<file path="src/rtl/seg7_pkg.sv">
// Shared definitions for the seven-segment display logic: FSM states,
// digit count, blank codes and the active-low hex segment table.
package seg7_pkg;

    localparam int NDIG = 8;

    // Active-low blank codes
    localparam logic [6:0] SEG_OFF = 7'h7F;
    localparam logic [7:0] AN_OFF  = 8'hFF;

    typedef enum logic [1:0] {
        LOAD,
        SHOW,
        GUARD
    } state_t;

    // Segment patterns {g,f,e,d,c,b,a}, active-low, indexed by nibble value
    localparam logic [6:0] HEX_SEG [0:15] = '{
        7'b1000000, // 0
        7'b1111001, // 1
        7'b0100100, // 2
        7'b0110000, // 3
        7'b0011001, // 4
        7'b0010010, // 5
        7'b0000010, // 6
        7'b1111000, // 7
        7'b0000000, // 8
        7'b0010000, // 9
        7'b0001000, // A
        7'b0000011, // b
        7'b1000110, // C
        7'b0100001, // d
        7'b0000110, // E
        7'b0001110  // F
    };

endpackage

</file>
<file path="src/rtl/seg7_scan_if.sv">
// Display bus: the value to show flows in, the multiplexed drive and the
// frame pulse flow out. master = value producer / observer, slave = scanner.
interface seg7_scan_if;
    logic [31:0] disp;
    logic [7:0]  an;
    logic [6:0]  seg;
    logic        frame_done;

    modport master (output disp, input an, input seg, input frame_done);
    modport slave  (input disp, output an, output seg, output frame_done);
endinterface

</file>
<file path="src/rtl/hex_to_seg7.sv">
// Combinational 4-bit to active-low seven-segment decode.
module hex_to_seg7
    import seg7_pkg::*;
(
    input  logic [3:0] hex,
    output logic [6:0] seg
);

    // Table lookup; the table lives in the package so other display logic shares it
    assign seg = HEX_SEG[hex];

endmodule

</file>
<file path="src/rtl/seg7_scan.sv">
// Eight-digit multiplexed seven-segment scanner (common anode, active-low).
// A snapshot of disp is taken once per frame so digits never tear; each digit
// is lit for CLK_DIV cycles followed by a one-cycle all-off guard.
// Optional leading-zero blanking is enabled by defining SEG7_LZB_EN.
module seg7_scan
    import seg7_pkg::*;
#(
    parameter logic [16:0] CLK_DIV = 17'd100000
)
(
    input  logic        clk,
    input  logic        rst,
    seg7_scan_if.slave  bus
);

    localparam logic [16:0] DIV_LAST = CLK_DIV - 17'd1;
    localparam logic [2:0]  IDX_LAST = 3'(NDIG - 1);

    state_t      state_reg;
    logic [31:0] snapshot_reg;
    logic [2:0]  idx_reg;
    logic [16:0] div_reg;
    logic [7:0]  an_reg;
    logic [6:0]  seg_reg;
    logic        frame_done_reg;
    logic [7:0]  blank_reg;
    logic [7:0]  blank_next;
    logic [3:0]  cur_nib;
    logic [6:0]  cur_seg;

    // Digit 0 is never blanked so an all-zero value still shows "0"
    assign blank_next[0] = 1'b0;

    generate
        for (genvar gi = 1; gi < NDIG; gi++) begin : g_blank
`ifdef SEG7_LZB_EN
            // Blank digit gi when it and every digit above it are zero
            assign blank_next[gi] = (bus.disp[31:4*gi] == '0);
`else
            assign blank_next[gi] = 1'b0;
`endif
        end
    endgenerate

    assign cur_nib = snapshot_reg[{idx_reg, 2'b00} +: 4];

    hex_to_seg7 u_dec (
        .hex (cur_nib),
        .seg (cur_seg)
    );

    // Scan FSM with registered drive outputs that reflect the state one cycle later
    always_ff @(posedge clk) begin
        if (rst) begin
            state_reg      <= LOAD;
            snapshot_reg   <= '0;
            idx_reg        <= '0;
            div_reg        <= '0;
            blank_reg      <= '0;
            an_reg         <= AN_OFF;
            seg_reg        <= SEG_OFF;
            frame_done_reg <= 1'b0;
        end else begin
            an_reg         <= AN_OFF;
            seg_reg        <= SEG_OFF;
            frame_done_reg <= 1'b0;
            unique case (state_reg)
                LOAD: begin
                    snapshot_reg   <= bus.disp;
                    blank_reg      <= blank_next;
                    idx_reg        <= '0;
                    div_reg        <= '0;
                    frame_done_reg <= 1'b1;
                    state_reg      <= SHOW;
                end
                SHOW: begin
                    if (!blank_reg[idx_reg]) begin
                        an_reg  <= ~(8'b1 << idx_reg);
                        seg_reg <= cur_seg;
                    end
                    if (div_reg == DIV_LAST) begin
                        div_reg   <= '0;
                        state_reg <= GUARD;
                    end else begin
                        div_reg <= div_reg + 17'd1;
                    end
                end
                GUARD: begin
                    if (idx_reg == IDX_LAST) begin
                        state_reg <= LOAD;
                    end else begin
                        idx_reg   <= idx_reg + 3'd1;
                        state_reg <= SHOW;
                    end
                end
                default: state_reg <= LOAD;
            endcase
        end
    end

    assign bus.an         = an_reg;
    assign bus.seg        = seg_reg;
    assign bus.frame_done = frame_done_reg;

endmodule
</file>
<file path="src/flat_wrapper.sv">
// flat-port wrapper written by rule: the top's interface ports become plain ports
module seg7_scan_flat import seg7_pkg::*;
#(
    parameter logic [16:0] CLK_DIV = 17'd100000
)
  (clk, rst, bus_disp, bus_an, bus_seg, bus_frame_done);
  seg7_scan_if bus_i ();
  input  logic clk;
  input  logic rst;
  input wire logic [$bits(bus_i.disp)-1:0] bus_disp;
  output wire logic [$bits(bus_i.an)-1:0] bus_an;
  output wire logic [$bits(bus_i.seg)-1:0] bus_seg;
  output wire logic [$bits(bus_i.frame_done)-1:0] bus_frame_done;
  assign bus_i.disp = bus_disp;
  assign bus_an = bus_i.an;
  assign bus_seg = bus_i.seg;
  assign bus_frame_done = bus_i.frame_done;
  seg7_scan #(.CLK_DIV(CLK_DIV)) u_core (.clk(clk), .rst(rst), .bus(bus_i));
endmodule
</file>
<file path="config.mk">
export PLATFORM = sky130hd
export DESIGN_NAME = seg7_scan_flat
export DESIGN_NICKNAME = d
export VERILOG_FILES = /design/src/rtl/seg7_pkg.sv /design/src/rtl/seg7_scan_if.sv /design/src/rtl/hex_to_seg7.sv /design/src/rtl/seg7_scan.sv /design/src/flat_wrapper.sv
export SDC_FILE = /design/constraint.sdc
export NUM_CORES = 1
export LEC_CHECK = 0
export ABC_AREA = 1
export CORE_MARGIN = 1.5
export CORE_UTILIZATION = 54
export CTS_CLUSTER_SIZE = 12
export DETAILED_ROUTE_END_ITERATION = 12
export PLACE_DENSITY_LB_ADDON = 0.12
export SETUP_SLACK_MARGIN = 0.1
export SKIP_LAST_GASP = 1
export SLEW_MARGIN = 15
export SYNTH_ARGS = -nofsm -noshare
export SYNTH_HDL_FRONTEND = slang
export SYNTH_HIERARCHICAL = 1
export SYNTH_SLANG_ARGS = --single-unit
</file>
<file path="constraint.sdc">
create_clock -name clk -period 2.32 [get_ports clk]
set_input_delay 0.232 -clock clk [delete_from_list [all_inputs] [get_ports clk]]
set_output_delay 0.232 -clock clk [all_outputs]
set_load 0.05 [all_outputs]
</file>
==> results of run 1 <==
## power breakdown
part | internal [mW] | leakage (nW) | switching (mW) | total (mW)
registers | 1.26 | 0.577 | 0.0344 | 1.30
clock network | 0.717 | 0.116 | 0.467 | 1.18
logic | 0.142 | 1.01 | 0.200 | 0.342
total | 2.12 | 1.71 | 0.702 | 2.82
## logic make-up after synthesis
group	synth area share
adders and majority gates	0.05255
AOI/OAI and AO/OA	0.1370
DFF	0.4204
and+or+nand+nor	0.3108
buffers and inverters	0.07132
xor gates and xnor gates	0.007884
## layer usage
layer  up-vias  GRT usage
met4         0     0.1138
li1       1638          -
met1      1397     0.3262
met5         -          0
met2       116     0.3983
met3        21    0.06111
## stage by stage
stage / total power [mW] / utilization / std cells / cell area, um^2 / worst slack (ns)
finish: 2.824 / 0.6964 / 606 / 4148 / 0.2262
global route: 2.952 / 0.6964 / 606 / 4148 / 0.08701
CTS: 2.840 / 0.6945 / 606 / 4136 / 0.1258
detailed placement: 1.661 / 0.6532 / 590 / 3890 / 0.1201
global placement: 1.652 / 0.6532 / 590 / 3890 / 0.2357
floorplan: 1.532 / - / 476 / 3333 / 0.1891
## layout make-up
cell class	instances	share of cell area
sequential	70	0.3385
inverter	34	0.03077
clock inverter	7	0.02956
multi-input combinational	351	0.4097
tap	75	0.02262
timing repair buffer	60	0.1391
clock buffer	9	0.02986
## tightest hold or removal path: stages
cell and delay (ns):
clkdlybuf4s50_1 0.39, nor2_1 0.10, nor2_1 0.05
## layout by cell type (no fill, tap or decap), types with 4 or more instances in the layout
cell type        netlist  routed
buf_4                  0      10
nand3_1               31      31
ha_1                  14      14
a21oi_1               20      20
clkbuf_8               0       9
nor2_2                 4       4
o21ai_0               57      57
or2_2                  9       9
dfxtp_1               70      68
clkdlybuf4s50_1        0      49
o22ai_1                8       8
nand2_1               93      91
nor2_1                98      98
inv_1                 31      30
nor3_1                 4       4
## worst paths after layout
kind / from / endpoint
max: u_core/idx_reg[0] / u_core/bus.seg[3]
min: bus_disp[22] / u_core/snapshot_reg[22]
max reg2reg: u_core/idx_reg[0] / u_core/bus.seg[3]
min reg2reg: u_core/div_reg[1] / u_core/div_reg[1]
## timing repair
item / in CTS / in global routing
endpoints found under the setup margin: 2 / 7
resized for setup: 1 / 5
pin swaps: 0 / 0
==> impl_metrics.json, run 1 <==
{
  "cp.arrival_ns": 2.32,
  "htree_num_levels": 3,
  "grt_pass1_vias": 2864,
  "drt_pass1_iterations": 6,
  "synthesis.nets": 524,
  "synth_cells": 476,
  "setup-violations-final": 0,
  "reg2reg_depth": 12,
  "num_antenna_cells": 0,
  "grtUsageTotal": 0.2526,
  "dieArea_um2": 6653,
  "clock-sinks": 70,
  "synth_warnings": 6,
  "max_stage_delay_ns": 0.34,
  "r2r_slack_ns": 0.23,
  "worst_pin_slew_ns": 0.5668,
  "synth_ff_type": "dfxtp_1",
  "post_cts_buffers": 0,
  "status": "finished, final reports clean",
  "fp.dieH_um": 81.57,
  "max_clock_freq_ghz": 0.4776,
  "largest_reg_flops": 32,
  "avgSynthCellArea_um2": 7.003,
  "insertion_delay_ns": 0.34,
  "overflow": 0,
  "rows": 28,
  "drtAntennaViolNets": 0,
  "cp-start-kind": "flop",
  "wirelength_um": 7682,
  "drtIter0Drc": 202,
  "die_w_um": 81.57,
  "ys_types": 27,
  "period_share": 0.9025,
  "wl_met2_um": 3602,
  "grt_antenna_before_repair": 0,
  "drc": 0,
  "synth_top_area_cell": "dfxtp_1",
  "initial_utilization": 0.5597,
  "crit_family": "simple AND/OR/NAND/NOR gates",
  "synth_top_area_frac": 0.4204,
  "cts_buffers": 9,
  "drive_gt1_frac": 0.09605,
  "worstSetupPathType": "reg2reg",
  "cp_num_cells": 12,
  "num_vias": 3172,
  "hold_depth": 3,
  "seq_area_frac_synth": 0.4204,
  "synth_common_cells": "nor2_1, nand2_1, dfxtp_1",
  "leakage_nw": 1.705,
  "rsz0062_at_grt": "no",
  "required_ns": 2.54,
  "worstPathCellList": "inv_1 -> buf_4 -> nor2_1 -> o22ai_1 -> nand2_1 -> nand2_2 -> inv_1 -> ha_1 -> nand2_1 -> nand3_1 -> nand2_1 -> or2_2",
  "whs_ns": 0.4660,
  "ir_worst_vdd_mv": 0.4367,
  "clock_path_buffers": 2,
  "tns_ns": 0,
  "cellPowerDensity_nw_per_um2": 680.8,
  "multi_input_area_um2": 1699,
  "skew_ns": 0.007996,
  "drt-wirelength-per-cell_um": 12.68,
  "yosysMostFrequentCell": "nor2_1",
  "relSlewSlack": 0.6210,
  "synthTopCellsByArea": "dfxtp_1, nor2_1, nand2_1",
  "coreArea_um2": 5956,
  "async_flop_share": 0,
  "final_nets": 574,
  "critPathMaxFanout": 9,
  "cpMostUsedCell": "nand2_1",
  "hold_path_class": "in2reg",
  "cts-root-buf": "clkbuf_8",
  "cp-end-kind": "flop",
  "io_pins": 50,
  "grt_first_pass_wirelength_um": 12780,
  "wl_met3_um": 363,
  "hold_viol": 0,
  "via_per_inst": 5.234,
  "port_buffers": 49,
  "synth_seq_cells": 70,
  "slowest_stage": "dfxtp_2",
  "period_needed_ns": 2.094,
  "fillCellCount": 525,
  "highest_layer": "met4",
  "worst-path-buf-inv": 3,
  "cts_tree": "built",
  "synth_edf_count": 0,
  "holdBufCountCts": 0,
  "clk_pin_slew_ns": 0.08,
  "wl_met1_um": 3519,
  "netlist_area_um2": 3333,
  "syn_to_final_growth_pct": 24.44,
  "cap_viol_max_count": 0,
  "slew_viol_final": 0,
  "grt_max_degree": 37,
  "ff_latch_area_um2": 1404,
  "hpwlAfterDp_um": 5434,
  "gp_congestion": 0.8592
}
Power figures use the tool's default switching activity.
==> run 2: changes to the inputs <==
CORE_MARGIN = 3   (was 1.5)
==> run 2 against run 1 <==
  * Cell area decreased by 0.94%
  * Non-clock buffer count unchanged
  * Hold slack better by 0.0022 ns
  * Setup slack better by 0.039 ns
  * Sequential power hardly changed
  * Via count is 2.1% higher
==> impl_metrics.json, run 2 (synthesis results as in run 1) <==
{
  "pre_cts_slack_ns": 0.08006,
  "fillCellCount": 505,
  "power_mw": 2.656,
  "htree_num_levels": 3,
  "clk_pin_slew_ns": 0.08,
  "worst_pin_slew_ns": 0.5641,
  "cts-root-buf": "clkbuf_8",
  "cap_viol_max_count": 0,
  "leakage_nw": 1.692,
  "holdBufCountCts": 0,
  "cts_tree": "built",
  "grt_max_degree": 37,
  "cp-start-kind": "flop",
  "largest_reg_flops": 32,
  "setup-violations-final": 0,
  "port_buffers": 49,
  "max_clock_freq_ghz": 0.4866,
  "drt_pass1_iterations": 5,
  "grt_first_pass_wirelength_um": 13630,
  "final_nets": 574,
  "syn_to_final_growth_pct": 23.27,
  "clock_path_buffers": 2,
  "drtIter0Drc": 232,
  "io_pins": 50,
  "num_antenna_cells": 0,
  "cts_buffers": 9,
  "num_vias": 3240,
  "cellPowerDensity_nw_per_um2": 646.5,
  "drive_gt1_frac": 0.09811,
  "place_area_um2": 3879,
  "grt_util_met1": 0.2966,
  "rsz0062_at_grt": "no",
  "relSlewSlack": 0.6227,
  "worstSetupPathType": "reg2reg",
  "overflow": 0,
  "cp-end-kind": "flop",
  "whs_ns": 0.4682,
  "cp.arrival_ns": 2.28,
  "insertion_delay_ns": 0.34,
  "skew_ns": 0.007066,
  "critPathMaxFanout": 15,
  "layout_common_cells": "nor2_1, nand2_1, dfxtp_1",
  "wirelength_um": 7847,
  "use_met2": 0.3794,
  "initial_utilization": 0.5804,
  "drt-wirelength-per-cell_um": 13.03,
  "hold_path_class": "in2reg",
  "drc": 0,
  "grt_antenna_before_repair": 0,
  "die_w_um": 84.57,
  "grtUsageTotal": 0.2294,
  "status": "finished, final reports clean",
  "coreArea_um2": 5743,
  "grt_pass1_vias": 2980,
  "dieArea_um2": 7151,
  "drtAntennaViolNets": 0,
  "final_area_um2": 4109,
  "layout_setup_ws_ns": 0.2649,
  "layout_commonest_cell": "nor2_1",
  "rows": 27,
  "ir_worst_vdd_mv": 0.4063,
  "grt.busiest_layer": "met2",
  "hpwlAfterDp_um": 5523,
  "via_per_inst": 5.382,
  "slew_viol_final": 0,
  "tns_ns": 0,
  "period_needed_ns": 2.055,
  "met3_usage": 0.04416,
  "required_ns": 2.55,
  "clock-sinks": 70,
  "period_share": 0.8858,
  "fp.dieH_um": 84.57,
  "gp_congestion": 0.9229,
  "hold_viol": 0
}
==> run 2: cell types whose count changed in the layout (fill, tap and decap cells not counted) <==
cell and delta:
clkinv_4 -2, clkbuf_8 +3, inv_1 -2, bufinv_16 -2, inv_2 +1, clkinv_2 +1
==> run 2: final timing paths <==
path / startpoint / end / slack, ns / cells after the start
worst min-delay path: bus_disp[21] / u_core/snapshot_reg[21] / 0.47 / 3
worst max-delay path: u_core/idx_reg[0] / u_core/bus.seg[1] / 0.26 / 10
worst min register to register: u_core/div_reg[1] / u_core/div_reg[1] / 0.49 / 2
worst max register to register: u_core/idx_reg[0] / u_core/bus.seg[1] / 0.26 / 10
==> run 2: critical path, cell delays in order (launching register included) <==
cell and delay (ns):
dfxtp_2 0.36, clkinvlp_4 0.21, o21ai_0 0.23, o22ai_1 0.09, nand2_1 0.09, nand2_2 0.10, inv_1 0.16, ha_1 0.27
nand3_1 0.08, nand2_1 0.05, or2_2 0.28
==> run 2: per-stage QoR <==
stage / util / instances
after detailed placement: 0.6754 / 586
final: 0.7155 / 602
after global routing: 0.7155 / 602
after global placement: 0.6754 / 586
after CTS: 0.7115 / 601
after floorplan: - / 476
==> run 2: layout make-up <==
cell class / instances / area (um^2) / area share
clock inverters: 3 / 42.54 / 0.01035
well taps: 72 / 90.09 / 0.02192
flip-flops and latches: 70 / 1404 / 0.3417
clock buffers: 12 / 165.2 / 0.04019
inverters: 34 / 131.4 / 0.03197
multi-input cells: 351 / 1699 / 0.4135
repair buffers: 60 / 576.8 / 0.1404
==> run 2: what timing repair did <==
| item | in CTS | in global routing |
|---|---|---|
| pin swaps | 0 | 1 |
| gates resized for setup | 1 | 7 |
| endpoints found under the setup margin | 4 | 7 |
| setup buffers | 0 | 1 |
==> run 2: layer usage <==
layer | up-vias | wire [um] | share of wire
met3 | 19 | 488 | 0.062
li1 | 1628 | - | -
met5 | - | 0 | 0
met4 | 0 | 202 | 0.026
met1 | 1461 | 3486 | 0.44
met2 | 132 | 3669 | 0.47
==> run 2: report_power, final <==
part | total, mW | internal [mW] | switching (mW)
registers | 1.30 | 1.26 | 0.0345
logic | 0.342 | 0.142 | 0.200
clock network | 1.02 | 0.577 | 0.439
==> run 3: changes to the inputs <==
MAX_ROUTING_LAYER = met4   (was not set)
==> run 3 against run 2 <==
  * Die area did not move
  * Cell area down 0.55%
  * Power fell by 2.1%
  * Setup slack worse by 0.017 ns
  * Core utilization is 0.39 points lower
  * Maximum frequency fell by 0.83%
  * Clock power decreased by 6%
  * Final cell count unchanged
  * First-iteration DRC count up 12%
  * Clock-buffer cell count decreased by 1
  * Global-route usage increased by 0.48 points
  * Critical path type unchanged
  * Largest cell class unchanged
  * Highest routed layer unchanged
==> impl_metrics.json, run 3 (synthesis results as in run 1) <==
{
  "syn_to_final_growth_pct": 22.60,
  "grt_first_pass_wirelength_um": 13370,
  "intPower_mw": 1.922,
  "worstSetupPathType": "reg2reg",
  "wirelength_um": 8010,
  "tns_ns": 0,
  "final_nets": 574,
  "rows": 27,
  "cp.arrival_ns": 2.30,
  "cts_buffers": 9,
  "cts-root-buf": "clkbuf_8",
  "htree_num_levels": 3,
  "pwr-share-clk": 0.369,
  "hpwlAfterDp_um": 5563,
  "wl_met1_um": 3638,
  "initial_utilization": 0.5804,
  "grt_antenna_before_repair": 0,
  "wl_met2_um": 3686,
  "coreArea_um2": 5743,
  "clk_pin_slew_ns": 0.07,
  "post_cts_buffers": 0,
  "ir_worst_vdd_mv": 0.5664,
  "period_needed_ns": 2.072,
  "critPathMaxFanout": 10,
  "drt_pass1_iterations": 5,
  "max_clock_freq_ghz": 0.4825,
  "pre_cts_slack_ns": 0.1236,
  "hold_viol": 0,
  "overflow": 0,
  "clock-sinks": 70,
  "p_sw_mw": 0.6773,
  "worst_pin_slew_ns": 0.5478,
  "drc": 0,
  "p_sw_frac": 0.2606,
  "power_mw": 2.600,
  "whs_ns": 0.4692,
  "layout_common_cells": "nor2_1, nand2_1, dfxtp_1",
  "dieArea_um2": 7151,
  "io_pins": 50,
  "hold_path_class": "in2reg",
  "port_buffers": 49,
  "r2r_slack_ns": 0.25,
  "period_share": 0.8933,
  "combPwrFrac": 0.131,
  "insertion_delay_ns": 0.34,
  "layout_setup_ws_ns": 0.2476,
  "drive_gt1_frac": 0.09434,
  "clock_path_buffers": 2,
  "required_ns": 2.55,
  "cellPowerDensity_nw_per_um2": 636.2,
  "grt_pass1_vias": 2911,
  "fp.dieH_um": 84.57,
  "leakage_nw": 1.686,
  "rsz0062_at_grt": "no",
  "layout_commonest_cell": "nor2_1",
  "fillCellCount": 492,
  "wl_met3_um": 511,
  "drtIter0Drc": 259,
  "power_frac_seq": 0.500,
  "cap_viol_max_count": 0,
  "setup-violations-final": 0,
  "status": "finished, final reports clean",
  "cp-end-kind": "flop",
  "cp-start-kind": "flop",
  "highest_layer": "met4",
  "relSlewSlack": 0.6335,
  "drt-wirelength-per-cell_um": 13.31,
  "cts_tree": "built",
  "num_vias": 3228,
  "via_per_inst": 5.362,
  "largest_reg_flops": 32,
  "holdBufCountCts": 0,
  "gp_congestion": 0.9382,
  "grt_max_degree": 37,
  "skew_ns": 0.008992,
  "num_antenna_cells": 0,
  "grtUsageTotal": 0.2342,
  "fin_util": 0.7115,
  "drtAntennaViolNets": 0,
  "die_w_um": 84.57,
  "slew_viol_final": 0
}
## run 3: cell types whose count changed in the layout (fill, tap and decap cells not counted), sizes merged
| cell | delta |
|---|---|
| clkbuf | -1 |
| clkinv | +1 |
| clkinvlp | -1 |
| inv | +1 |
## run 3: final cells by class
class                   instances  area, um^2  share of cell area
clock buffers                  11       141.4             0.03460
inverters                      34       127.6             0.03123
flip-flops and latches         70        1403              0.3432
multi-input cells             351        1699              0.4158
well taps                      72       90.09             0.02205
repair buffers                 60       578.1              0.1415
clock inverters                 4       47.55             0.01164
## run 3: final timing paths
kind,start,end,cells past startpoint
worst max-delay path,u_core/idx_reg[0],u_core/bus.seg[3],11
worst min-delay path,bus_disp[21],u_core/snapshot_reg[21],3
worst max register to register,u_core/idx_reg[0],u_core/bus.seg[3],11
worst min register to register,u_core/idx_reg[2],u_core/bus.an[5],1
## run 3: power groups by stage
stage,Sequential (mW),Combinational (mW),Clock (mW)
3_5_place_dp,1.33,0.336,0
5_1_grt,1.31,0.378,1.03
2_1_floorplan,1.35,0.182,0
4_1_cts,1.30,0.339,0.967
3_3_place_gp,1.33,0.330,0
6_report,1.30,0.341,0.959
## run 3: repair_timing
item,4_1_cts,5_1_grt
resized for setup,1,7
cloned,0,1
pin swaps,0,0
endpoints found under the setup margin,1,5
## run 3: critical path: stages, from the launching register on
cell and delay (ns):
dfxtp_1 0.39, buf_2 0.24, nor2_1 0.08, o22ai_1 0.15, nand2_1 0.08, nand2_2 0.12
inv_1 0.12, ha_1 0.31, nand2_1 0.05, nand3_1 0.08, nand2_1 0.05, or2_2 0.28
## run 3: metrics by stage
step                      std cells  instance area [um^2]
after global routing            602                  4086
after detailed placement        586                  3879
after floorplan                 476                  3333
after CTS                       601                  4068
after global placement          586                  3879
final                           602                  4086
## run 3: layer usage
layer | global-route usage | up-vias
li1 | - | 1633
met1 | 0.2956 | 1458
met2 | 0.3601 | 124
met3 | 0.06084 | 13
met4 | 0.08777 | 0
met5 | - | -
